==> src/rtl/down_counter.sv <==
// Loadable down-counter timer built from a chain of per-bit borrow cells.
// Decrements on enabled cycles while running. When the count reaches zero it
// pulses o_expired for one cycle, then halts (the default build) or reloads.
// Optional feature macro: DOWN_COUNTER_AUTORELOAD_EN (when defined, the counter
// reloads from the reload register instead of halting at zero).

module down_counter #(
    parameter int unsigned WIDTH = 3
) (
    input  logic             i_clk,
    input  logic             i_reset,
    input  logic             i_load,
    input  logic [WIDTH-1:0] i_load_value,
    input  logic             i_enable,
    output logic [WIDTH-1:0] o_count,
    output logic             o_busy,
    output logic             o_expired,
    output logic             o_zero
);

    typedef enum logic [1:0] {
        ST_IDLE    = 2'd0,
        ST_RUN     = 2'd1,
        ST_EXPIRED = 2'd2
    } state_t;

    state_t           r_state;
    state_t           w_state_next;

    logic [WIDTH-1:0] r_count;
    logic [WIDTH-1:0] r_reload;
    logic             r_busy;
    logic             r_expired;

    logic [WIDTH-1:0] w_count_next;
    logic [WIDTH-1:0] w_reload_next;
    logic             w_busy_next;
    logic             w_expired_next;

    logic             w_dec;
    logic             w_count_is_one;
    logic             w_load_is_zero;
    logic [WIDTH-1:0] w_borrow;
    logic [WIDTH-1:0] w_count_dec;

    // Decrement request: running, enabled, and not overridden by load or reset
    assign w_dec          = (r_state == ST_RUN) & i_enable & ~i_load & ~i_reset;
    assign w_count_is_one = (r_count == WIDTH'(1));
    assign w_load_is_zero = (i_load_value == '0);

    // Borrow chain: each cell toggles on borrow-in, and passes the borrow on while its bit is 0
    assign w_borrow[0] = w_dec;

    for (genvar i = 0; i < WIDTH; i++) begin : g_cell
        assign w_count_dec[i] = r_count[i] ^ w_borrow[i];
        if (i + 1 < WIDTH) begin : g_link
            assign w_borrow[i+1] = w_borrow[i] & ~r_count[i];
        end
    end

    // Next-state and next-output logic; load beats decrement, reset is applied in the registers
    always_comb begin
        w_state_next   = r_state;
        w_count_next   = r_count;
        w_reload_next  = r_reload;
        w_expired_next = 1'b0;

        if (i_load) begin
            w_count_next  = i_load_value;
            w_reload_next = i_load_value;
            if (w_load_is_zero) begin
                w_state_next   = ST_EXPIRED;
                w_expired_next = 1'b1;
            end else begin
                w_state_next   = ST_RUN;
            end
        end else begin
            case (r_state)
                ST_IDLE: begin
                    w_state_next = ST_IDLE;
                end
                ST_RUN: begin
                    if (w_dec) begin
                        if (w_count_is_one) begin
                            w_expired_next = 1'b1;
`ifdef DOWN_COUNTER_AUTORELOAD_EN
                            w_count_next   = r_reload;
                            w_state_next   = ST_RUN;
`else
                            w_count_next   = w_count_dec;
                            w_state_next   = ST_EXPIRED;
`endif
                        end else begin
                            w_count_next   = w_count_dec;
                        end
                    end
                end
                ST_EXPIRED: begin
                    w_state_next = ST_EXPIRED;
                end
                default: begin
                    w_state_next = ST_IDLE;
                end
            endcase
        end

        w_busy_next = (w_state_next == ST_RUN);
    end

    // State register with synchronous reset
    always_ff @(posedge i_clk) begin
        if (i_reset) begin
            r_state <= ST_IDLE;
        end else begin
            r_state <= w_state_next;
        end
    end

    // Count, reload and registered status outputs
    always_ff @(posedge i_clk) begin
        if (i_reset) begin
            r_count   <= '0;
            r_reload  <= '0;
            r_busy    <= 1'b0;
            r_expired <= 1'b0;
        end else begin
            r_count   <= w_count_next;
            r_reload  <= w_reload_next;
            r_busy    <= w_busy_next;
            r_expired <= w_expired_next;
        end
    end

    assign o_count   = r_count;
    assign o_busy    = r_busy;
    assign o_expired = r_expired;
    assign o_zero    = (r_count == '0);

endmodule

==> config.mk <==
export PLATFORM = sky130hd
export DESIGN_NAME = down_counter
export DESIGN_NICKNAME = d
export VERILOG_FILES = /design/src/rtl/down_counter.sv
export SDC_FILE = /design/constraint.sdc
export NUM_CORES = 1
export LEC_CHECK = 0
export CAP_MARGIN = 10
export CORE_AREA = 4 4 41 43
export DETAILED_ROUTE_END_ITERATION = 12
export DIE_AREA = 0 0 45 47
export SLEW_MARGIN = 20
export SYNTH_ARGS = -nofsm -noshare
export SYNTH_HDL_FRONTEND = slang
export SYNTH_SLANG_ARGS = --single-unit
==> constraint.sdc <==
create_clock -name i_clk -period 2 [get_ports i_clk]
set_input_delay 0.3 -clock i_clk [delete_from_list [all_inputs] [get_ports i_clk]]
set_output_delay 0.3 -clock i_clk [all_outputs]
set_load 0.02 [all_outputs]
==> flow_summary.toml <==
[route]
drt_wl_total_um = 907
dr.pass1.iters = 4
drc = 0
vias = 395
postRouteAntennaNets = 0
via_per_inst = 5.00
drtIter0Drc = 3
wl_per_cell_um = 11.5

[power]
switching_share = 0.259
comb_power_share = 0.218
p_switching_mw = 0.0929
p_seq_frac = 0.426
leakage_nw = 0.261
vdd_drop_max_mv = 0.271
intPower_mw = 0.265
pwr-share-clk = 0.356
power_density_mw_per_mm2 = 590

[worst_setup_path]
reg2reg_to = "o_count[1]"
worstSetupPathType = "register to register"
crit_path_end_kind = "register"
r2r_start = "r_state[1]"
required_ps = 2140
r2r_cells = 7
worstPathMaxFanout = 5
cp-start-kind = "register"
crit_arrival_ps = 1900
reg2reg_slack_ps = 240

[timing]
slew_headroom = 0.855
rsz0062_at_grt = "false"
setup_tns_ps = 0
whs_ps = 589
min_period_ps = 1760
worst_pin_slew_ps = 217
fmax_mhz = 570
setup_viol = 0
clock_skew_ps = 0.676
drv_slew = 0
fin_crit_sh = 0.878
hold_violations = 0
fin_ws_ps = 245

[floorplan]
dieHeight_um = 47
io_pins = 13
fp.coreArea_sq_mm = 0.00130
fp.dieW_um = 45
rows = 13
dieArea_sq_mm = 0.00212
start_util = 0.331

[grt]
grtUsageTotal = 0.102
grt_pass1_vias = 358
grt_pass1_wl_um = 1460
grt_max_degree = 9
grt-ovfl-total = 0
antenna_found_initial = 0

[clock_network]
cts_hold_buf = 0
clk_latency_ps = 250
cts_made_buffers = 3
cts_buffer_depth = 2
cts_root_buf = "clkbuf_4"
post_cts_buffers = 0
cts_htree_levels = 1
clk_pin_slew_worst_paths_ps = 50
cts_tree = "yes"
cts.repair.resized = 0
cts.sink_count = 7

[logic_synthesis]
yosys.area.top_type = "dfxtp_1"
synthArstFlopShare = 0
synth_nets = 57
synth_warnings = 0
ys_top_cells_by_area = "dfxtp_1, ha_1, inv_1"
synth_cells = 46
synth_ff_type = "dfxtp_1"
synth-seq-area-share = 0.326
avgSynthCellArea_sq_um = 9.36
synth_top_area_share = 0.326
netlist_area_sq_um = 430
synthDistinctLibCells = 24
ys_ff_latch = 7
synth_edf_count = 0

[min_path]
hold_start = "r_state[1]"
min_path_type = "register to register"
min_to = "o_busy"
holdPathStages = 2

[placed_design]
dp_slack_ps = 87.2
dp_hpwl_um = 720
globalplace.congestion = 0.697
dp.cells = 75
portBuffers = 12

[final_layout]
area_growth_pct = 41.0
fin_cells = 79
nets = 76
antenna_cells = 0
final_layout_size_suffix_gt1_frac = 0.156

[flow_run]
cap_viol_max_count = 0

[run_status]
status = "finished, final reports clean"
-- metrics by stage --
step                 util  instance area [sq um]  power (mW)
global placement    0.446                    581       0.233
global route        0.466                    607       0.379
detailed placement  0.446                    581       0.233
finish              0.466                    607       0.358
CTS                 0.466                    607       0.366
floorplan               -                    430       0.194
-- final cells by class --
cell class / instances / area, sq um
Fill cell: 137 / 694
Multi-Input combinational cell: 32 / 256
Timing Repair Buffer: 15 / 143
Sequential cell: 7 / 140
Clock buffer: 4 / 26.3
Inverter: 6 / 22.5
Tap cell: 15 / 18.8
-- state kept, by name, indices dropped and copies added, names as in the netlist --
signal,cells
o_expired,1
r_state,2
o_busy,1
o_count,3
-- power by group through the flow --
stage	Clock (mW)	Sequential (mW)	Combinational, mW
after floorplan	0	0.161	0.0326
after detailed placement	0	0.155	0.0781
after CTS	0.135	0.152	0.0787
final	0.127	0.152	0.0782
after global placement	0	0.155	0.0778
after global routing	0.142	0.153	0.0846
-- placed cells by master (no fill, tap or decap) --
cell / count
and3_1: 1
buf_4: 3
and3b_1: 1
o21a_1: 1
clkbuf_1: 1
mux2i_1: 2
o31a_1: 1
nand3_1: 1
and4bb_2: 1
a21oi_1: 2
a22o_1: 2
inv_1: 6
o211ai_1: 1
ha_1: 4
or2_2: 1
nand3b_1: 1
nor2b_1: 1
a211oi_1: 1
dfxtp_1: 7
a311oi_2: 1
nor3_1: 2
clkbuf_4: 3
clkdlybuf4s50_1: 12
xnor2_1: 1
nor2_1: 5
nand4b_1: 1
or4b_4: 1
-- metal layers --
layer,vias up,track usage,part of all wire
li1,203,-,-
met1,180,0.121,0.46
met2,12,0.147,0.45
met3,0,0.0690,0.094
met4,0,0.0351,0
met5,-,0,0
-- how the worst max path moves through the flow --
stage / start / to / slack, ps / depth (start not counted)
3_3_place_gp: i_load / o_count[1] / 80 / 6
2_1_floorplan: r_state[1] / o_count[1] / 360 / 7
6_report: r_state[1] / o_count[1] / 240 / 7
5_1_grt: r_state[1] / o_count[1] / 160 / 7
3_5_place_dp: i_load / o_count[1] / 90 / 6
4_1_cts: r_state[1] / o_count[1] / 240 / 7
-- cell usage after synthesis (all sizes together), types with 2 or more instances --
cell type	instances
a21oi	2
nor2	5
nor3	2
a22o	2
ha	4
mux2i	2
dfxtp	7
inv	6
-- cells by family (layout without fill, tap and decap cells) --
group           after synthesis  count (layout)  synth area share
mux                           2               2            0.0465
xor+xnor                      1               1            0.0204
fa+ha+maj                     4               4             0.116
buf+inv                       7              25            0.0785
flops                         7               7             0.326
simple gates                 16              16             0.241
compound gates                9               9             0.172
-- worst max-delay path, stage by stage, from the launching register on --
cell      delay [ps]
dfxtp_1          360
inv_1             60
ha_1             240
and4bb_2         260
ha_1             180
ha_1             270
mux2i_1           60
a22o_1           220
(Power assumes the default switching activity.)
